## src/rtl/tw12_rot_seq.sv

```systemverilog
// Twiddle rotation stage for the 12-point DFT: walks (n*k) mod 12 through the
// twiddle ROM and multiplies each sample by it. Define TW12_CONJ_EN for the IDFT direction.
module tw12_rot_seq #(
    parameter int DW     = 16,
    parameter int N_BINS = 12,
    parameter int TW_LAT = 0
) (
    input  logic                 clk,
    input  logic                 rst_n,
    input  logic                 in_valid,
    output logic                 in_ready,
    input  logic                 in_sop,
    input  logic signed [DW-1:0] in_re,
    input  logic signed [DW-1:0] in_im,
    output logic [10:0]          tw_addr,
    input  logic signed [17:0]   tw_re,
    input  logic signed [17:0]   tw_im,
    output logic                 out_valid,
    input  logic                 out_ready,
    output logic signed [DW-1:0] out_re,
    output logic signed [DW-1:0] out_im,
    output logic [3:0]           out_n,
    output logic [3:0]           out_k,
    output logic                 out_last,
    output logic                 out_flast,
    output logic                 sop_err
);
    localparam int PW = DW + 18;
    localparam int SW = PW + 1;
    localparam logic [3:0] K_LAST = 4'(N_BINS - 1);
    localparam logic signed [SW-1:0] SAT_HI = SW'((1 <<< (DW - 1)) - 1);
    localparam logic signed [SW-1:0] SAT_LO = SW'(-(1 <<< (DW - 1)));

    logic stall, accept;
    logic [3:0] cnt_n, cnt_k, acc;
    logic [3:0] smp_n, smp_k, smp_addr, addr_nxt;
    logic [4:0] addr_sum;

    assign stall    = out_valid && !out_ready;
    assign in_ready = !stall;
    assign accept   = in_valid && in_ready;

    always_comb begin
        smp_n    = in_sop ? 4'd0 : cnt_n;
        smp_k    = in_sop ? 4'd0 : cnt_k;
        smp_addr = in_sop ? 4'd0 : acc;
        addr_sum = {1'b0, smp_addr} + {1'b0, smp_k};
        addr_nxt = (addr_sum >= 5'd12) ? 4'(addr_sum - 5'd12) : addr_sum[3:0];
    end

    // acc holds the twiddle address of the next sample of the pass
    always_ff @(posedge clk or negedge rst_n) begin
        if (!rst_n) begin
            cnt_n   <= '0;
            cnt_k   <= '0;
            acc     <= '0;
            sop_err <= 1'b0;
        end else begin
            sop_err <= accept && in_sop && (cnt_n != 4'd0 || cnt_k != 4'd0);
            if (accept) begin
                if (smp_n == 4'd11) begin
                    cnt_n <= 4'd0;
                    acc   <= 4'd0;
                    cnt_k <= (smp_k == K_LAST) ? 4'd0 : smp_k + 4'd1;
                end else begin
                    cnt_n <= smp_n + 4'd1;
                    acc   <= addr_nxt;
                    cnt_k <= smp_k;
                end
            end
        end
    end

    logic                 s0_vld;
    logic signed [DW-1:0] s0_re, s0_im;
    logic [3:0]           s0_n, s0_k, s0_addr;

    always_ff @(posedge clk or negedge rst_n) begin
        if (!rst_n) begin
            s0_vld  <= 1'b0;
            s0_re   <= '0;
            s0_im   <= '0;
            s0_n    <= '0;
            s0_k    <= '0;
            s0_addr <= '0;
        end else if (!stall) begin
            s0_vld <= accept;
            if (accept) begin
                s0_re   <= in_re;
                s0_im   <= in_im;
                s0_n    <= smp_n;
                s0_k    <= smp_k;
                s0_addr <= smp_addr;
            end
        end
    end

    assign tw_addr = {7'd0, s0_addr};

    logic                 m_vld;
    logic signed [DW-1:0] m_re, m_im;
    logic [3:0]           m_n, m_k;
    logic signed [17:0]   tw_use_re, tw_use_im, tw_im_eff;

    generate
        if (TW_LAT == 1) begin : g_lat1
            // The ROM keeps re-reading the held address during a stall, so the
            // word that belongs to the delay-stage sample is captured on stall entry.
            logic                 stall_q, d_vld;
            logic signed [17:0]   hold_re, hold_im;
            logic signed [DW-1:0] d_re, d_im;
            logic [3:0]           d_n, d_k;

            always_ff @(posedge clk or negedge rst_n) begin
                if (!rst_n) begin
                    stall_q <= 1'b0;
                    hold_re <= '0;
                    hold_im <= '0;
                    d_vld   <= 1'b0;
                    d_re    <= '0;
                    d_im    <= '0;
                    d_n     <= '0;
                    d_k     <= '0;
                end else begin
                    stall_q <= stall;
                    if (!stall_q) begin
                        hold_re <= tw_re;
                        hold_im <= tw_im;
                    end
                    if (!stall) begin
                        d_vld <= s0_vld;
                        d_re  <= s0_re;
                        d_im  <= s0_im;
                        d_n   <= s0_n;
                        d_k   <= s0_k;
                    end
                end
            end

            assign m_vld     = d_vld;
            assign m_re      = d_re;
            assign m_im      = d_im;
            assign m_n       = d_n;
            assign m_k       = d_k;
            assign tw_use_re = stall_q ? hold_re : tw_re;
            assign tw_use_im = stall_q ? hold_im : tw_im;
        end else begin : g_lat0
            assign m_vld     = s0_vld;
            assign m_re      = s0_re;
            assign m_im      = s0_im;
            assign m_n       = s0_n;
            assign m_k       = s0_k;
            assign tw_use_re = tw_re;
            assign tw_use_im = tw_im;
        end
    endgenerate

    always_comb begin
`ifdef TW12_CONJ_EN
        tw_im_eff = (tw_use_im == 18'sh20000) ? 18'sh1FFFF : -tw_use_im;
`else
        tw_im_eff = tw_use_im;
`endif
    end

    logic                 s1_vld;
    logic [3:0]           s1_n, s1_k;
    logic signed [PW-1:0] s1_ac, s1_bd, s1_ad, s1_bc;

    always_ff @(posedge clk or negedge rst_n) begin
        if (!rst_n) begin
            s1_vld <= 1'b0;
            s1_n   <= '0;
            s1_k   <= '0;
            s1_ac  <= '0;
            s1_bd  <= '0;
            s1_ad  <= '0;
            s1_bc  <= '0;
        end else if (!stall) begin
            s1_vld <= m_vld;
            s1_n   <= m_n;
            s1_k   <= m_k;
            s1_ac  <= PW'(m_re) * PW'(tw_use_re);
            s1_bd  <= PW'(m_im) * PW'(tw_im_eff);
            s1_ad  <= PW'(m_re) * PW'(tw_im_eff);
            s1_bc  <= PW'(m_im) * PW'(tw_use_re);
        end
    end

    function automatic logic signed [DW-1:0] sat(input logic signed [SW-1:0] v);
        if (v > SAT_HI) return SAT_HI[DW-1:0];
        if (v < SAT_LO) return SAT_LO[DW-1:0];
        return v[DW-1:0];
    endfunction

    logic signed [SW-1:0] sum_re, sum_im, rnd_re, rnd_im;

    always_comb begin
        sum_re = SW'(s1_ac) - SW'(s1_bd);
        sum_im = SW'(s1_ad) + SW'(s1_bc);
        rnd_re = (sum_re + SW'(512)) >>> 10;
        rnd_im = (sum_im + SW'(512)) >>> 10;
    end

    always_ff @(posedge clk or negedge rst_n) begin
        if (!rst_n) begin
            out_valid <= 1'b0;
            out_re    <= '0;
            out_im    <= '0;
            out_n     <= '0;
            out_k     <= '0;
            out_last  <= 1'b0;
            out_flast <= 1'b0;
        end else if (!stall) begin
            out_valid <= s1_vld;
            out_re    <= sat(rnd_re);
            out_im    <= sat(rnd_im);
            out_n     <= s1_n;
            out_k     <= s1_k;
            out_last  <= (s1_n == 4'd11);
            out_flast <= (s1_n == 4'd11) && (s1_k == K_LAST);
        end
    end
endmodule
```

## config.mk

```make
export PLATFORM = sky130hd
export DESIGN_NAME = tw12_rot_seq
export DESIGN_NICKNAME = d
export VERILOG_FILES = /design/src/rtl/tw12_rot_seq.sv
export SDC_FILE = /design/constraint.sdc
export NUM_CORES = 2
export LEC_CHECK = 0
export CAP_MARGIN = 20
export CORE_ASPECT_RATIO = 1.5
export CORE_MARGIN = 10
export CORE_UTILIZATION = 35
export CTS_BUF_LIST = sky130_fd_sc_hd__clkbuf_16
export DETAILED_ROUTE_END_ITERATION = 6
export PLACE_DENSITY = 0.49
export SLEW_MARGIN = 10
export SYNTH_ARGS = -nofsm -noshare
export SYNTH_HDL_FRONTEND = slang
export SYNTH_SLANG_ARGS = --single-unit
```

## constraint.sdc

```tcl
create_clock -name clk -period 7.03 [get_ports clk]
set_input_delay 1.406 -clock clk [delete_from_list [all_inputs] [get_ports clk]]
set_output_delay 1.406 -clock clk [all_outputs]
set_load 0.1 [all_outputs]
```

==> results.md <==
- Hold bufs inserted after CTS: 0
- CP required: 7540 ps
- Remaining global-route overflow: 0
- FF-to-FF Start: m_im[9]$_DFFE_PN0P_
- Area share of the largest cell type after synthesis: 0.413
- Router iterations before antenna repair: 5
- Cell types occupying the most area after synthesis: sky130_fd_sc_hd__fa_1 (41%), sky130_fd_sc_hd__dfrtp_1 (11%), sky130_fd_sc_hd__ha_1 (11%)
- Most common library cell in the layout ignoring fill and taps: sky130_fd_sc_hd__inv_1
- Fill cell total of the finished layout: 15800
- Total placed instance area: 64700 um2
- First-iteration detailed-routing DRC count: 2020
- Critical path launch point type: input pin
- Die footprint: 177000 um2
- Share of layout cells above drive strength 1: 0.175
- Clock network latency to the later pin of the worst-skew pair: 630 ps
- Total Negative Setup Slacks: -559 ps
- Dominant cell type by area after synthesis: sky130_fd_sc_hd__fa_1
- Highest-count cells in the layout ignoring fill and taps: sky130_fd_sc_hd__inv_1 (1316), sky130_fd_sc_hd__fa_1 (1106), sky130_fd_sc_hd__nand2_1 (889)
- Drt drc: 0
- Post-synthesis adder-cell area fraction: 0.521
- Number of cells on the worst reg-to-reg path: 25
- Count of max-cap constraint violations: 0
- Final routed wirelength across all metal layers: 175000 um
- Hold Path Sink: s1_vld$_DFFE_PN0N_
- Clk sinks: 246
- Max stage delay on crit path: 550 ps
- Number of top-level pins: 129
- Area of all placed cells without fillers: 68800 um2
- Storage cell area: 6160 um2
- Final Cycle Share: 1.03
- Run status: finished, violations left
- Element type at the critical path end: flip-flop
- First-pass GRT wire length: 273000 um
- Root Buffer Master: sky130_fd_sc_hd__clkbuf_16
- Overall die height: 511 um
- Clock tree from TritonCTS: built
- Portion of netlist area occupied by mux cells: 0.00214
- Flop and latch count out of synthesis: 246
- Critical R2R Capture: s1_bd[33]$_DFFE_PN0N_
- Class of the most critical setup path: input pin to flip-flop
- Pin count of the biggest net entering global routing: 131
- Standard cell core area: 160000 um2
- Total Routing Usage GR: 0.199
- Violated checks: setup timing
- Routability congestion estimate from global placement: 0.877
- Final setup violation count: 7
- Min cycle time layout: 7220 ps
- Width of the die: 347 um
- Worst clock skew: 46.3 ps
- Yosys warnings: 0
- Hold Violations, Final: 0
- Min-delay src: s1_vld$_DFFE_PN0N_
- Sequential element share of the synthesized area: 0.110
- Post-CTS clock slew at the launch and capture registers of the worst setup and hold paths: 60 ps
- Remaining antenna violation count after routing: 0
- Area fraction in compound gates after synthesis: 0.0706
- DPL Wire Length: 142000 um
- Simple-gate share of the synthesized area: 0.156
- Highest clock frequency the design can meet: 138 MHz
- Starting Density: 0.351
- Count of cell types in the netlist: 90
- Total number of vias: 43100
- Number of nets in the layout: 8579
- Largest family of logic cells by synthesized area: adder cells
- Vias per cell: 4.79
- Unrepaired setup endpoints after global routing: yes
- Area growth from synthesis to final layout: 22.5%
- Worst hold path class: flip-flop to flip-flop
- Number of stages on the worst hold path: 2
- CTS buffer count: 36
- Final routed wire length divided by cell count: 19.5 um
- Gate count of the mapped netlist: 6223
- Dominant synthesized flop cell: sky130_fd_sc_hd__dfrtp_1
- CTS HTree Levels: 2
- Footprint of the multi-input gates: 45200 um2
- Average cell area after synthesis: 9.03 um2
- Cell with the largest stage delay on the worst path: sky130_fd_sc_hd__fa_1
- Synth async-reset ratio: 1.00
- Post-synth EDFFs: 0
- Worst path setup slack after routing: -193 ps
- Xor/xnor share of the synthesized area: 0.0293
- Maximum buffer depth of the clock tree: 3
- Netlist Area Pre-Place: 56200 um2
- Arrival time reported for the critical path endpoint: 7740 ps
- Via count of the first global-routing pass: 47800
- Number of buffers added on ports: 121
- Slack of the worst reg-to-reg path: 20 ps
- Number of antenna violations at the first check in global routing: 9
- Number of cell rows: 180
- Pin slew with the least headroom to its limit: 1150 ps
- Final Max Slew Viols: 0
- Highest fanout seen on the critical path: 3
- Relative slew slack: 0.232
==> per-layer routing <==
metal / GRT usage / part of all wire / vias to the layer above
met4: 0.0811 / 0.044 / 2
met2: 0.361 / 0.52 / 807
li1: - / - / 19900
met5: 0 / 0.000074 / -
met3: 0.0218 / 0.035 / 250
met1: 0.236 / 0.40 / 22100
==> cell usage after synthesis (21+ instances only) <==
cell type                     n
sky130_fd_sc_hd__xnor2_1    128
sky130_fd_sc_hd__and2_1     535
sky130_fd_sc_hd__dfrtp_1    246
sky130_fd_sc_hd__nand2_1    913
sky130_fd_sc_hd__nor3_1      28
sky130_fd_sc_hd__o21bai_1    24
sky130_fd_sc_hd__o21ai_0    140
sky130_fd_sc_hd__a21o_1      74
sky130_fd_sc_hd__fa_1      1161
sky130_fd_sc_hd__o21a_1      21
sky130_fd_sc_hd__inv_1     1361
sky130_fd_sc_hd__a21oi_1    207
sky130_fd_sc_hd__xor2_1      60
sky130_fd_sc_hd__clkbuf_1   273
sky130_fd_sc_hd__nand2b_1    51
sky130_fd_sc_hd__nand3_1     39
sky130_fd_sc_hd__ha_1       481
sky130_fd_sc_hd__nor2_1     222
==> cell type report <==
cell class / count / area share
multi-input combinational: 4326 / 0.656
inverter: 1361 / 0.0743
tap: 2093 / 0.0380
clock inverter: 29 / 0.00538
clock buffer: 36 / 0.0131
sequential: 246 / 0.0894
antenna: 3 / 0.000109
timing repair buffer: 893 / 0.123
==> worst max-delay path, delay by kind of cell <==
| family | cells | cell delay, ps |
|---|---|---|
| buffers and inverters | 12 | 1080 |
| and+or+nand+nor | 3 | 670 |
| AOI/OAI and AO/OA | 7 | 1260 |
| adders and majority gates | 7 | 3300 |
==> cells by family after synthesis <==
group           count (synthesis)
buf+inv                      1657
compound gates                614
mux                            11
other cells                     1
fa+ha+maj                    1642
xor+xnor                      188
simple gates                 1864
flops                         246
==> registers in the layout, indices dropped and copies added, names as in the netlist, 16 cells and up <==
register and flops:
m_im 16, m_re 16, out_im 16, out_re 16, s1_ac 34, s1_ad 34
s1_bc 34, s1_bd 34
==> stage by stage <==
step,utilization,hold WS (ps),setup slack (ps),instances
after CTS,0.423,462,-456,8949
after global routing,0.430,489,-356,8985
final,0.430,461,-193,8987
after global placement,0.404,444,-1340,8779
after detailed placement,0.404,448,-1370,8779
after floorplan,-,430,-326,6229
==> what timing repair did <==
action                     4_1_cts  5_1_grt
gates cloned                     9        4
pin swaps                      167      164
resized for setup              330      208
setup endpoints to repair       38       34
setup buffers                   98       36
==> how the worst max path moves through the flow <==
stage                         start                     to  slack [ps]
after floorplan           tw_re[10]  s1_ac[33]$_DFFE_PN0N_        -330
after global placement     tw_re[6]  s1_ac[33]$_DFFE_PN0N_       -1340
after detailed placement   tw_re[6]  s1_ac[33]$_DFFE_PN0N_       -1370
after CTS                  tw_re[5]  s1_ac[33]$_DFFE_PN0N_        -460
after global routing      tw_re[10]  s1_bc[33]$_DFFE_PN0N_        -360
final                     tw_re[11]  s1_ac[33]$_DFFE_PN0N_        -190
Power is not shown: default switching activity piles up to over one toggle a cycle in this logic, so the estimate is an artifact.
